File: src/rtl/rf_param.sv
// rf_param -- parametrised general register file with flags and bus drive.
//
// Purpose:
//   NREGS registers of WIDTH bits, one write port that can load, increment
//   or decrement in place, two combinational read ports with write bypass,
//   a set/clear-maskable flags register, and a registered bus output that
//   can drive any register or the flags.
//
// Ports:
//   clk            clock, rising edge
//   rst            asynchronous reset, active low
//   we/wop/waddr/wdata   write port (wop: 00 load, 01 inc, 10 dec, 11 load)
//   ra/qa, rb/qb   read ports, zero latency, bypass from the write port
//   fi/fset/fclr/fd/fq   flags load enable, set mask, clear mask, load data, value
//   oe/osel        bus enable and source (osel MSB selects flags)
//   p/pv           registered bus data and valid
//   wrap           one-cycle pulse after an inc/dec that wrapped around
module rf_param #(
    parameter int WIDTH   = 8,
    parameter int NREGS   = 4,
    parameter int AW      = $clog2(NREGS),
    parameter int FW      = 8,
    parameter int ZERO_R0 = 0
) (
    input  logic             clk,
    input  logic             rst,
    input  logic             we,
    input  logic [1:0]       wop,
    input  logic [AW-1:0]    waddr,
    input  logic [WIDTH-1:0] wdata,
    input  logic [AW-1:0]    ra,
    input  logic [AW-1:0]    rb,
    output logic [WIDTH-1:0] qa,
    output logic [WIDTH-1:0] qb,
    input  logic             fi,
    input  logic [FW-1:0]    fset,
    input  logic [FW-1:0]    fclr,
    input  logic [FW-1:0]    fd,
    output logic [FW-1:0]    fq,
    input  logic             oe,
    input  logic [AW:0]      osel,
    output logic [WIDTH-1:0] p,
    output logic             pv,
    output logic             wrap
);

    localparam logic Z0 = (ZERO_R0 != 0);

    logic [WIDTH-1:0] regs [NREGS];
    logic [WIDTH-1:0] cur;
    logic [WIDTH-1:0] res;
    logic             wr_en;
    logic             wrap_nxt;
    logic [WIDTH-1:0] rd_a;
    logic [WIDTH-1:0] rd_b;
    logic [WIDTH-1:0] rd_o;
    logic [WIDTH-1:0] fext;
    logic [WIDTH-1:0] bus_src;
    logic [FW-1:0]    fq_nxt;

    assign cur = regs[waddr];

    // Post-op value of the write port; also what the bypass presents.
    always_comb begin
        res = wdata;
        case (wop)
            2'b01:   res = cur + WIDTH'(1);
            2'b10:   res = cur - WIDTH'(1);
            default: res = wdata;
        endcase
    end

    // With ZERO_R0, r0 is never written, never wraps, never bypasses.
    assign wr_en = we && !(Z0 && (waddr == '0));

    assign wrap_nxt = wr_en && (((wop == 2'b01) && (res == '0)) ||
                                ((wop == 2'b10) && (res == '1)));

    // Stored reads, with r0 forced to zero when it is hardwired.
    assign rd_a = (Z0 && (ra == '0)) ? '0 : regs[ra];
    assign rd_b = (Z0 && (rb == '0)) ? '0 : regs[rb];
    assign rd_o = (Z0 && (osel[AW-1:0] == '0)) ? '0 : regs[osel[AW-1:0]];

    assign qa = (wr_en && (waddr == ra)) ? res : rd_a;
    assign qb = (wr_en && (waddr == rb)) ? res : rd_b;

    generate
        if (FW >= WIDTH) begin : g_ftrunc
            assign fext = fq[WIDTH-1:0];
        end else begin : g_fzext
            assign fext = {{(WIDTH-FW){1'b0}}, fq};
        end
    endgenerate

    // Bus samples the pre-update value; a same-cycle write shows on the next oe.
    assign bus_src = osel[AW] ? fext : rd_o;

    // Clear is applied last so it wins over set.
    assign fq_nxt = ((fi ? fd : fq) | fset) & ~fclr;

    always_ff @(posedge clk or negedge rst) begin
        if (!rst) begin
            for (int i = 0; i < NREGS; i++) begin
                regs[i] <= '0;
            end
            fq   <= '0;
            p    <= '0;
            pv   <= 1'b0;
            wrap <= 1'b0;
        end else begin
            if (wr_en) begin
                regs[waddr] <= res;
            end
            wrap <= wrap_nxt;
            fq   <= fq_nxt;
            p    <= oe ? bus_src : '0;
            pv   <= oe;
        end
    end

endmodule

File: config.mk
export PLATFORM = sky130hd
export DESIGN_NAME = rf_param
export DESIGN_NICKNAME = d
export VERILOG_FILES = /design/src/rtl/rf_param.sv
export SDC_FILE = /design/constraint.sdc
export NUM_CORES = 1
export LEC_CHECK = 0
export CORE_MARGIN = 3
export CORE_UTILIZATION = 54
export DETAILED_ROUTE_END_ITERATION = 12
export GPL_ROUTABILITY_DRIVEN = 0
export GPL_TIMING_DRIVEN = 0
export MAX_ROUTING_LAYER = met4
export PLACE_DENSITY = 0.93
export SETUP_SLACK_MARGIN = 0.4
export SYNTH_ARGS = -nofsm -noshare
export SYNTH_HDL_FRONTEND = slang
export SYNTH_SLANG_ARGS = --single-unit
File: constraint.sdc
create_clock -name clk -period 8.4 [get_ports clk]
set_input_delay 1.68 -clock clk [delete_from_list [all_inputs] [get_ports clk]]
set_output_delay 1.68 -clock clk [all_outputs]
set_load 0.1 [all_outputs]
After elaboration in Yosys (flattened, before gate mapping)

Index checks and enable logic that the tools add are counted.

Register bits after elaboration: 50
Word-level logic and storage cells: 56
Latch bits: 0
Memories kept: 0
Bits of input ports: 48
Output and inout port bits: 34
Bits in read-only memories: 0
Bits in writable memories: 0

Bitwise logic cells: 7
Add/sub/neg operators: 2
$lt $le $gt $ge: 5
Reductions and logical operators: 8
Mux-type cells: 21
Shift-type cells: 0
Multipliers: 0
Equal/unequal tests: 5
Div/mod/pow operators: 0

Operator list:

| operator                                                                      | number |
|---|---|
| 8-bit two-way mux                                                             | 14 |
| 8-bit binary-select mux with 2-bit select                                     | 4 |
| 32-bit bitwise mux                                                            | 1 |
| 8-bit demux with 2-bit select                                                 | 1 |
| 8-bit case mux with 2 select lines                                            | 1 |
| 3-bit >= comparator (second input constant)                                   | 4 |
| 2-bit NOT with 3-bit output                                                   | 4 |
| 8-bit by 1-bit adder with 8-bit output (second input constant)                | 1 |
| 8-bit bitwise AND                                                             | 1 |
| 8-bit == test (second input constant)                                         | 1 |
| 8-bit logical NOT                                                             | 1 |
| 8-bit NOT                                                                     | 1 |
| 8-bit OR                                                                      | 1 |
| 8-bit by 1-bit subtractor with 8-bit output (second input constant)           | 1 |
| 1-bit logical AND                                                             | 6 |
| 2-bit == test                                                                 | 2 |
| 3-bit by 1-bit less-than comparator with 1-bit output (second input constant) | 1 |
| 2-bit by 1-bit == test with 1-bit output (second input constant)              | 1 |
| 2-bit == test (second input constant)                                         | 1 |
| 1-bit logical OR                                                              | 1 |

Logic depth before layout (Yosys ltp)

Gate-level depths: netlist of run 1.

Depth in word-level cells: 10
Depth in mapped cells: 12

Worst setup path before layout of run 1

Ideal clock, no wire load.

Path kind: in2out
Start: in waddr[0]
End: out qa[7]
Path buffers: 2
Path slack: 0.228 ns
Cell stages on the path: 11
Arrival: 6.492 ns
Path through: buf_6 > clkbuf_1 > mux4_2 > ha_1 > a21oi_1 > o221ai_1 > a32o_1 > a311oi_1 > nor3_1 > a211o_1 > o21ai_0

Longest elaborated chain between the ends: 7

RTL lines:

| item                                                                                                         | RTL line | source |
|---|---|---|
| start, declared                                                                                              | 29       | `input logic [AW-1:0] waddr,` |
| 2-bit NOT with 3-bit output (not written as such)                                                            | 61       | `assign cur = regs[waddr];` |
| 8-bit binary-select mux with 2-bit select                                                                    | 61       |  |
| 8-bit two-way mux (not written as such) (2 in series)                                                        | 61       |  |
| 8-bit by 1-bit subtractor with 8-bit output / 8-bit by 1-bit adder with 8-bit output (equally long branches) | 68, 67   |  |
| 8-bit case mux with 2 select lines                                                                           | 66       | `case (wop)` |
| 8-bit two-way mux (*)                                                                                        | 84       | `assign qa = (wr_en && (waddr == ra)) ? res : rd_a;` |
| end, declared                                                                                                | 33       | `output logic [WIDTH-1:0] qa,` |

Mark *: on every way between the ends. The rest lies on a longest branch, timed or not. The select of a mux whose other input is x is not followed.

Worst setup path in the final report of run 1

Start: in waddr[0]
End: out qa[5]

The elaborated chain is that of the path after synthesis.

==> results of run 1 <==
-- flip-flops by register name (all words and copies together) (netlist names) --
register / flops
pv: 1
p: 8
regs: 32
fq: 8
wrap: 1
-- path summary, 6_finish.rpt --
kind | from | endpoint | slack (ns) | depth (start not counted)
max in group asynchronous | rst | regs[19] | 6.70 | 2
worst min register to register | regs[6] | regs[6] | 0.56 | 2
worst min-delay path | regs[6] | regs[6] | 0.56 | 2
worst max register to register | regs[26] | wrap | 4.91 | 9
min in group asynchronous | rst | fq[6] | 1.21 | 1
worst max-delay path | waddr[0] | qa[5] | 0.80 | 11
-- per-stage QoR --
| step | hold WS [ns] | power (uW) | cells | util |
|---|---|---|---|---|
| 2_1_floorplan | 0.491 | 906 | 321 | - |
| 3_3_place_gp | 0.516 | 1060 | 468 | 0.702 |
| 3_5_place_dp | 0.534 | 1090 | 469 | 0.704 |
| 4_1_cts | 0.556 | 1260 | 477 | 0.723 |
| 5_1_grt | 0.586 | 1330 | 477 | 0.725 |
| 6_report | 0.560 | 1270 | 477 | 0.725 |
-- timing repair --
action / in CTS / in global routing
endpoints found under the setup margin: 0 / 4
hold buffers: 0 / 0
endpoints found under the hold margin: 0 / 0
gates resized for setup: 0 / 3
-- layout make-up --
type / count / area [um^2]
Tap cell: 75 / 93.8
Inverter: 5 / 18.8
Timing Repair Buffer: 73 / 741
Clock buffer: 6 / 72.6
Buffer: 20 / 82.6
Fill cell: 381 / 1650
Multi-Input combinational cell: 246 / 2040
Clock inverter: 2 / 37.5
Sequential cell: 50 / 1250
-- metal layers --
metal,wire length (um),global-route usage,vias up
met4,299,0.111,0
met1,3540,0.359,1528
li1,-,-,1351
met2,4950,0.458,237
met5,0,-,-
met3,1050,0.0621,43
-- layout by cell type (no fill, tap or decap), types with 8 or more instances in the layout --
cell type | Yosys | layout
a211oi_1 | 8 | 8
clkbuf_1 | 15 | 16
clkdlybuf4s50_1 | 0 | 69
dfrtp_1 | 50 | 50
ha_1 | 8 | 8
mux2i_1 | 15 | 15
mux4_2 | 30 | 30
nand2_1 | 53 | 53
nor2_1 | 12 | 12
nor2b_1 | 16 | 16
o21ai_0 | 50 | 50
-- logic make-up after synthesis --
logic type               Yosys count  synth area share
AO/OA/AOI/OAI                     74             0.134
XOR/XNOR                           9            0.0255
adder cells (fa/ha/maj)            9            0.0354
buffers and inverters             25            0.0299
flip-flops                        50             0.369
multiplexers                      47             0.255
AND/OR/NAND/NOR                  107             0.152
-- tightest hold or removal path: stages, from the launching register on --
cell     delay [ns]
dfrtp_1        0.41
nand2_1        0.06
o21ai_0        0.06
-- report_power, final --
| part | total, uW | switching (uW) | internal, uW | leakage, uW |
|---|---|---|---|---|
| Clock | 171 | 81.8 | 89.0 | 0.0000514 |
| Sequential | 366 | 67.3 | 298 | 0.000632 |
| Combinational | 737 | 490 | 247 | 0.00112 |
==> summary.txt, run 1 <==
Yosys
  – Area share of the largest cell type after synthesis: 0.369
  – Largest area contributor in the netlist: dfrtp_1
  – #FFs+latches synth: 50
  – Yosys warnings: 0
  – Synth Cell Area: 3390 um^2
  – Yosys cell types: 43
  – Syn_area_per_cell: 10.6 um^2
  – Most numerous cell in the Yosys netlist: nand2_1
  – Fraction of registers with async set/reset: 1.00
  – Main area contributors after synthesis: dfrtp_1 37%, mux4_2 20%, o21ai_0 7.4%, nand2_1 5.9%, mux2i_1 4.4%
  – Synth Instances: 321
  – Most used DFF post-synth: dfrtp_1
  – Post-synth EDFFs: 0
  – Syn_nets: 378
  – Top cells by count, synth: 53 x nand2_1, 50 x dfrtp_1, 50 x o21ai_0
  – Post-synthesis sequential area ratio: 0.369

Critical path
  – CP cell instances: buf_6, clkbuf_1, mux4_2, ha_1, nand3_1, o221ai_1, o21ai_0, and3_1, nor3_2, o21ai_0, clkdlybuf4s50_1
  – Top cell family by delay on the critical path: buffers and inverters
  – WP buf/inv: 3
  – Max incr delay on CP: 0.99 ns
  – Crit-path slowest cell: clkdlybuf4s50_1
  – Kind of critical path: input port to output pin
  – Crit end category: output pin
  – Arrival @ worst endpoint: 5.92 ns
  – CP Launch Type: input port
  – Worst path most repeated cell: o21ai_0
  – Worst-path maximum fanout: 10
  – Required time of the worst setup path: 6.72 ns

Timing
  – Setup TNS: 0 ns
  – Unrepaired setup endpoints after global routing: no
  – Slew HR: 0.330
  – Final setup violation count: 0
  – Min Tclk post-route: 7.60 ns
  – FMAX: 0.132 GHz
  – PnR worst setup slack: 0.800 ns
  – Final Hold Viols: 0
  – Final period util: 0.905
  – Worst-Margin Slew: 1.00 ns
  – Max Slew Vio Count: 0
  – Max Clock Skew: 0.0163 ns

Clocking
  – Setup Buffers After CTS: 0
  – Clock latency on the worst-skew pair: 0.31 ns
  – Clk root buf: clkbuf_8
  – Inserted Clock Buffers: 5
  – H-tree Lvls: 2
  – CTS tree: built
  – Bufs on Longest Clock Path: 2
  – Clock sink count: 50
  – CTS clock-pin slew for the worst setup and hold paths: 0.10 ns

Pwr
  – Pleak: 0.00180 uW
  – Power density cells: 293 nW/um^2
  – Worst vdd ir: 0.334 mV

Layout
  – N_diodes: 0
  – Area grow syn2layout: 28.0%
  – Share of cells above drive strength 1: 0.117
  – Final nets: 458
  – Design Area, Final: 4340 um^2

Run status
  – Status: complete, no violations

Floorplanning
  – Core area: 5990 um^2
  – Ports: 82
  – FP Rows: 28
  – Initial Utilization: 0.566
  – Die Ht: 85.2 um
  – Die area: 7270 um^2
  – Die Width: 85.2 um

Drt
  – Post-route DRC: 0
  – Antenna-violating nets left: 0
  – Final WL: 9840 um
  – Iteration-0 DRC count of the detailed router: 475
  – WL per Instance: 20.6 um
  – DR vias: 3159
  – Vias per Instance: 6.62
  – TritonRoute pass-1 iters: 5

Global routing
  – Initial antenna violation count: 0
  – Total track usage: 0.287
  – Grt total ovfl: 0
  – Via count of the first global-routing pass: 3157
  – First-pass GRT wire length: 15800 um
  – Pin count of the biggest net entering global routing: 44

Placement
  – Port bufs: 72
  – Dpl ws: 0.458 ns
  – Placed wire-length estimate: 7210 um
  – Placed inst area: 4220 um^2

Run
  – Number of max-cap violations: 0

Worst hold path
  – Hold crit path type: flop to flop
Power figures use the tool's default switching activity.
==> inputs of run 2 (changes only) <==
--- a/config.mk
+++ b/config.mk
@@ -6,12 +6,14 @@
 export NUM_CORES = 1
 export LEC_CHECK = 0
 export CORE_MARGIN = 3
-export CORE_UTILIZATION = 54
+export CORE_UTILIZATION = 55
+export CTS_BUF_LIST = sky130_fd_sc_hd__clkbuf_4 sky130_fd_sc_hd__clkbuf_8
 export DETAILED_ROUTE_END_ITERATION = 12
 export GPL_ROUTABILITY_DRIVEN = 0
 export GPL_TIMING_DRIVEN = 0
 export MAX_ROUTING_LAYER = met4
-export PLACE_DENSITY = 0.93
+export PLACE_DENSITY = 0.94
+export RECOVER_POWER = 25
 export SETUP_SLACK_MARGIN = 0.4
 export SYNTH_ARGS = -nofsm -noshare
 export SYNTH_HDL_FRONTEND = slang
==> run 2 against run 1 <==
  * Via count grew 2.1%
  * First-iteration DRC count grew 4.4%
  * Power grew 1.6%
  * Critical endpoint unchanged
  * Largest power group unchanged
==> summary.txt, run 2 (synthesized netlist as in run 1, its figures left out) <==
Global routing
  – Total track usage: 0.313 (+0.0261)
  – Met3 Use GR: 0.0530 (-0.00914)
  – Pin count of the biggest net entering global routing: 27 (-39%)
  – Most Used Layer, Global Route: met2
  – First-pass GRT wire length: 16900 um (+6.6%)
  – Grt total ovfl: 0 (unchanged)
  – Met2 Use GR: 0.523 (+0.0655)
  – Via count of the first global-routing pass: 3232 (+2.4%)
  – Initial antenna violation count: 0 (unchanged)
  – Met1 Usage GRT: 0.381 (+0.0225)

Timing
  – FMAX: 0.131 GHz (-0.35%)
  – Min Tclk post-route: 7.63 ns (+0.0266 ns)
  – PnR worst setup slack: 0.773 ns (-0.0266 ns)
  – Setup TNS: 0 ns (unchanged)
  – Max Clock Skew: 0.0198 ns (+0.00352 ns)
  – Final Hold Viols: 0 (unchanged)
  – Final setup violation count: 0 (unchanged)
  – Worst-Margin Slew: 1.43 ns (+0.425 ns)
  – Unrepaired setup endpoints after global routing: no
  – Slew HR: 0.0490 (-0.281)
  – Final period util: 0.908 (+0.00317)
  – Max Slew Vio Count: 0 (unchanged)

Critical path
  – Worst-path maximum fanout: 10 (unchanged)
  – Crit end category: output pin
  – Arrival @ worst endpoint: 5.95 ns (+0.03 ns)
  – Reg2Reg Capture Point: wrap
  – CP cell instances: buf_6, clkbuf_1, mux4_2, ha_1, nand3_1, o221ai_1, o21ai_0, and3_1, nor3_2, o21ai_0, clkdlybuf4s50_1
  – Worst path most repeated cell: o21ai_0
  – FF-to-FF Start: regs[26]
  – CP Launch Type: input port
  – Worst reg2reg path depth: 9 (unchanged)
  – Max incr delay on CP: 0.99 ns (about the same)
  – Reg2Reg Setup Slack: 4.89 ns (-0.02 ns)
  – Crit-path slowest cell: clkdlybuf4s50_1
  – Kind of critical path: input port to output pin
  – Required time of the worst setup path: 6.72 ns (about the same)

Drt
  – Post-route DRC: 0 (unchanged)
  – Final WL: 10700 um (+8.8%)
  – WL per Instance: 22.6 um (+9.5%)
  – Iteration-0 DRC count of the detailed router: 496 (+4.4%)
  – TritonRoute pass-1 iters: 5 (unchanged)
  – Antenna-violating nets left: 0 (unchanged)
  – Vias per Instance: 6.80 (+2.7%)
  – DR vias: 3224 (+2.1%)

Floorplanning
  – Core area: 5740 um^2 (-4.1%)
  – Die Width: 84.5 um (-0.85%)
  – Initial Utilization: 0.590 (+0.0244)
  – FP Rows: 27 (-3.6%)
  – Die Ht: 84.5 um (-0.85%)
  – Ports: 82 (unchanged)
  – Die area: 7140 um^2 (-1.7%)

Clocking
  – Clock sink count: 50 (unchanged)
  – Clock latency on the worst-skew pair: 0.31 ns (about the same)
  – Inserted Clock Buffers: 5 (unchanged)
  – Clk root buf: clkbuf_8
  – CTS tree: built
  – Setup Buffers After CTS: 0 (unchanged)
  – Bufs on Longest Clock Path: 2 (unchanged)
  – CTS clock-pin slew for the worst setup and hold paths: 0.11 ns (about the same)
  – H-tree Lvls: 2 (unchanged)

Pwr
  – Comb pwr share: 0.572 (-0.007)
  – Switch share: 0.503 (+0.00114)
  – Cell-internal power: 643 uW (+1.3%)
  – Clock network power share: 0.142 (+0.008)
  – Pleak: 0.00180 uW (about the same)
  – Flop pwr share: 0.286 (about the same)
  – Worst vdd ir: 0.249 mV (-25%)
  – Net Switching: 651 uW (+1.8%)
  – Total power: 1290 uW (+1.6%)
  – Power density cells: 299 nW/um^2 (+1.8%)

Run
  – Number of max-cap violations: 0 (unchanged)

Layout
  – Share of cells above drive strength 1: 0.114 (-0.00249)
  – Fill count: 358 (-6.0%)
  – Largest Register: regs
  – Commonest non-fill, non-tap cells in the layout: 69 x clkdlybuf4s50_1, 53 x nand2_1, 50 x o21ai_0, 50 x dfrtp_1, 30 x mux4_2
  – Largest register FFs: 32 (unchanged)
  – Most common cell after layout, fill and taps aside: clkdlybuf4s50_1
  – Largest regs: regs x32, fq x8, p x8
  – Design Area, Final: 4330 um^2 (-0.23%)
  – N_diodes: 0 (unchanged)
  – Area grow syn2layout: 27.7%
  – Final nets: 458 (unchanged)

Placement
  – Placed inst area: 4220 um^2 (about the same)
  – Placed wire-length estimate: 7870 um (+9.2%)
  – Port bufs: 72 (unchanged)
  – Dpl ws: 0.522 ns (+0.0646 ns)

Worst hold path
  – Hold crit path type: flop to flop
  – Hold path startpoint: regs[22]
  – Hold EP: regs[22]
  – Hold Path Depth: 2 (unchanged)

Run status
  – Status: complete, no violations
## run 2: cell count changes in the layout (fill, tap and decap cells not counted)
cell	before	now
clkbuf_8	5	6
inv_6	0	1
clkbuf_1	16	17
clkinvlp_4	1	0
buf_12	1	0
buf_2	1	0
## run 2: metrics by stage
step           hold WS, ns  instances   util
3_3_place_gp         0.515        465  0.732
6_report             0.571        474  0.754
2_1_floorplan        0.491        321      -
5_1_grt              0.586        474  0.754
3_5_place_dp         0.536        466  0.734
4_1_cts              0.559        474  0.755
## run 2: area by class of cell
class                      instances  area (um^2)  area share
tap                               72         90.1      0.0208
sequential                        50         1250       0.289
multi-input combinational        246         2040       0.472
buffer                            20         82.6      0.0191
timing repair buffer              73          723       0.167
clock buffer                       6         82.6      0.0191
clock inverter                     2         38.8     0.00896
inverter                           5         18.8     0.00433
## run 2: worst max-delay path, delay by kind of cell
kind / cells / cell delay [ns]
buf+inv: 3 / 1.68
mux: 1 / 0.62
simple gates: 3 / 0.79
compound gates: 3 / 0.80
fa+ha+maj: 1 / 0.38
## run 2: worst max path at each step
stage / slack (ns) / end / start / depth (start not counted)
2_1_floorplan: 0.23 / qa[7] / waddr[0] / 11
3_3_place_gp: 0.60 / qa[7] / waddr[0] / 12
6_report: 0.77 / qa[5] / waddr[0] / 11
3_5_place_dp: 0.52 / qb[7] / waddr[0] / 12
5_1_grt: 0.38 / qa[5] / waddr[0] / 11
4_1_cts: 0.50 / qb[7] / waddr[0] / 12
## run 2: metal layers
layer | routed length (um) | vias up
met5 | 0 | -
met1 | 3750 | 1589
met2 | 5600 | 238
li1 | - | 1352
met4 | 427 | 0
met3 | 935 | 45
## run 2: power by group through the flow
| stage | Combinational (uW) | Clock [uW] | Sequential (uW) |
|---|---|---|---|
| floorplan | 499 | 0 | 407 |
| global placement | 705 | 0 | 358 |
| detailed placement | 730 | 0 | 371 |
| CTS | 732 | 182 | 367 |
| global route | 774 | 194 | 377 |
| finish | 740 | 183 | 370 |
## run 2: what timing repair did
item                       CTS  global route
gates resized for setup      0             3
setup endpoints to repair    0             4
hold buffers                 0             0
hold endpoints to repair     0             0
==> inputs of run 3 (changes only) <==
==> constraint.sdc (replaced) <==
create_clock -name clk -period 9.7 [get_ports clk]
set_input_delay 1.94 -clock clk [delete_from_list [all_inputs] [get_ports clk]]
set_output_delay 1.94 -clock clk [all_outputs]
set_load 0.1 [all_outputs]
==> run 3 against run 2 <==
  * Count of clock-buffer cells in the layout unchanged
  * Sequential cell count unchanged
  * Largest cell class unchanged
  * Register-to-register slack improved by 1.3 ns
  * Final cell count unchanged
  * Power decreased by 13%
==> summary.txt, run 3 (synthesized netlist as in run 1, its figures left out) <==
Timing
  – Setup TNS: 0 ns (unchanged)
  – Final Hold Viols: 0 (unchanged)
  – Final period util: 0.873
  – Max Clock Skew: 0.0262 ns (+0.00642 ns)
  – Unrepaired setup endpoints after global routing: no
  – FMAX: 0.118 GHz
  – Max Slew Vio Count: 0 (unchanged)
  – Min Tclk post-route: 8.47 ns
  – Slew HR: 0.0455 (-0.00347)
  – Final setup violation count: 0 (unchanged)
  – Worst-Margin Slew: 1.43 ns (+0.00521 ns)

Clocking
  – Clock sink count: 50 (unchanged)
  – Bufs on Longest Clock Path: 2 (unchanged)
  – Inserted Clock Buffers: 5 (unchanged)
  – CTS tree: built
  – Clock latency on the worst-skew pair: 0.32 ns (about the same)
  – H-tree Lvls: 2 (unchanged)
  – Clk root buf: clkbuf_8
  – Cts hold-fix bufs: 0 (unchanged)
  – Resized cells post-CTS: 0 (unchanged)
  – CTS clock-pin slew for the worst setup and hold paths: 0.08 ns (-0.03 ns)
  – Setup Buffers After CTS: 0 (unchanged)

Global routing
  – Initial antenna violation count: 0 (unchanged)
  – Total track usage: 0.313 (unchanged)
  – Pin count of the biggest net entering global routing: 27 (unchanged)
  – Via count of the first global-routing pass: 3232 (unchanged)
  – First-pass GRT wire length: 16900 um (unchanged)
  – Grt total ovfl: 0 (unchanged)

Pwr
  – Cell-internal power: 556 uW (-13%)
  – Switch share: 0.503 (about the same)
  – Clock network power share: 0.142 (about the same)
  – Power density cells: 259 nW/um^2 (-13%)
  – Net Switching: 564 uW (-13%)
  – Pleak: 0.00177 uW (-1.5%)
  – Comb pwr share: 0.571 (about the same)
  – Flop pwr share: 0.287 (about the same)
  – Worst vdd ir: 0.214 mV (-14%)

Floorplanning
  – Ports: 82 (unchanged)
  – Core area: 5740 um^2 (unchanged)
  – Die Width: 84.5 um (unchanged)
  – Die Ht: 84.5 um (unchanged)
  – Initial Utilization: 0.590 (unchanged)
  – FP Rows: 27 (unchanged)
  – Die area: 7140 um^2 (unchanged)

Critical path
  – CP Launch Type: input port
  – Arrival @ worst endpoint: 6.53 ns (+0.58 ns)
  – Required time of the worst setup path: 7.76 ns (+1.04 ns)
  – Crit end category: output pin
  – Worst-path maximum fanout: 10 (unchanged)
  – Kind of critical path: input port to output pin

Layout
  – Commonest non-fill, non-tap cells in the layout: 71 x clkdlybuf4s50_1, 53 x nand2_1, 50 x o21ai_0, 50 x dfrtp_1, 30 x mux4_2
  – Share of cells above drive strength 1: 0.112 (-0.00249)
  – Largest regs: regs x32, fq x8, p x8
  – Most common cell after layout, fill and taps aside: clkdlybuf4s50_1
  – Final nets: 458 (unchanged)
  – Area grow syn2layout: 27.4%
  – Largest register FFs: 32 (unchanged)
  – Fin util: 0.752 (-0.00174)
  – Largest Register: regs
  – N_diodes: 0 (unchanged)

Placement
  – Placed wire-length estimate: 7870 um (unchanged)
  – Port bufs: 72 (unchanged)

Drt
  – WL per Instance: 22.6 um (about the same)
  – Antenna-violating nets left: 0 (unchanged)
  – Vias per Instance: 6.85 (+0.71%)
  – DR vias: 3247 (+0.71%)
  – Iteration-0 DRC count of the detailed router: 521 (+5.0%)
  – TritonRoute pass-1 iters: 5 (unchanged)
  – Final WL: 10700 um (about the same)
  – Post-route DRC: 0 (unchanged)

Run
  – Number of max-cap violations: 0 (unchanged)

Run status
  – Status: complete, no violations

Worst hold path
  – Hold crit path type: flop to flop
## run 3: worst paths after layout
kind                           from       to  slack, ns  depth (start not counted)
setup reg to reg            regs[2]     wrap       6.19                          9
min in group asynchronous       rst     p[5]       1.94                          1
max in group asynchronous       rst  regs[1]       5.85                          2
setup / recovery           waddr[0]    qa[7]       1.23                         12
hold reg to reg             regs[1]  regs[1]       0.56                          2
hold / removal              regs[1]  regs[1]       0.56                          2
## run 3: layout make-up
class,instances,area [um^2]
plain buffers,20,82.6
fillers,358,1420
well taps,72,90.1
flip-flops and latches,50,1250
multi-input cells,246,2040
clock buffers,6,82.6
repair buffers,73,718
inverters,5,18.8
clock inverters,2,38.8
## run 3: worst max-delay path, cell delays in order
cell and delay [ns]:
buf_6 0.10, clkbuf_1 0.57, mux4_2 0.62, ha_1 0.36
a21oi_1 0.17, o221ai_1 0.25, a32o_1 0.33, a311oi_1 0.33
nor3_1 0.09, a211o_1 0.34, o21ai_0 0.24, clkdlybuf4s50_1 1.18
## run 3: routing by layer
metal	part of all wire	up-vias	track usage
li1	-	1354	-
met1	0.35	1588	0.381
met2	0.51	245	0.523
met3	0.090	60	0.0530
met4	0.045	0	0.118
met5	0	-	-
## run 3: metrics by stage
stage	cells	total power, uW	hold WS [ns]	area (um^2)	setup WS [ns]
floorplan	321	785	0.491	3390	1.01
detailed placement	466	953	0.536	4220	1.30
CTS	474	1110	0.559	4340	1.28
global placement	465	920	0.515	4200	1.38
global route	474	1160	0.586	4320	0.901
finish	474	1120	0.564	4320	1.23
## run 3: power groups by stage
stage,sequential (uW),clock (uW),combinational (uW)
2_1_floorplan,352,0,432
3_3_place_gp,310,0,610
3_5_place_dp,321,0,632
4_1_cts,318,157,634
5_1_grt,326,168,669
6_report,321,159,639
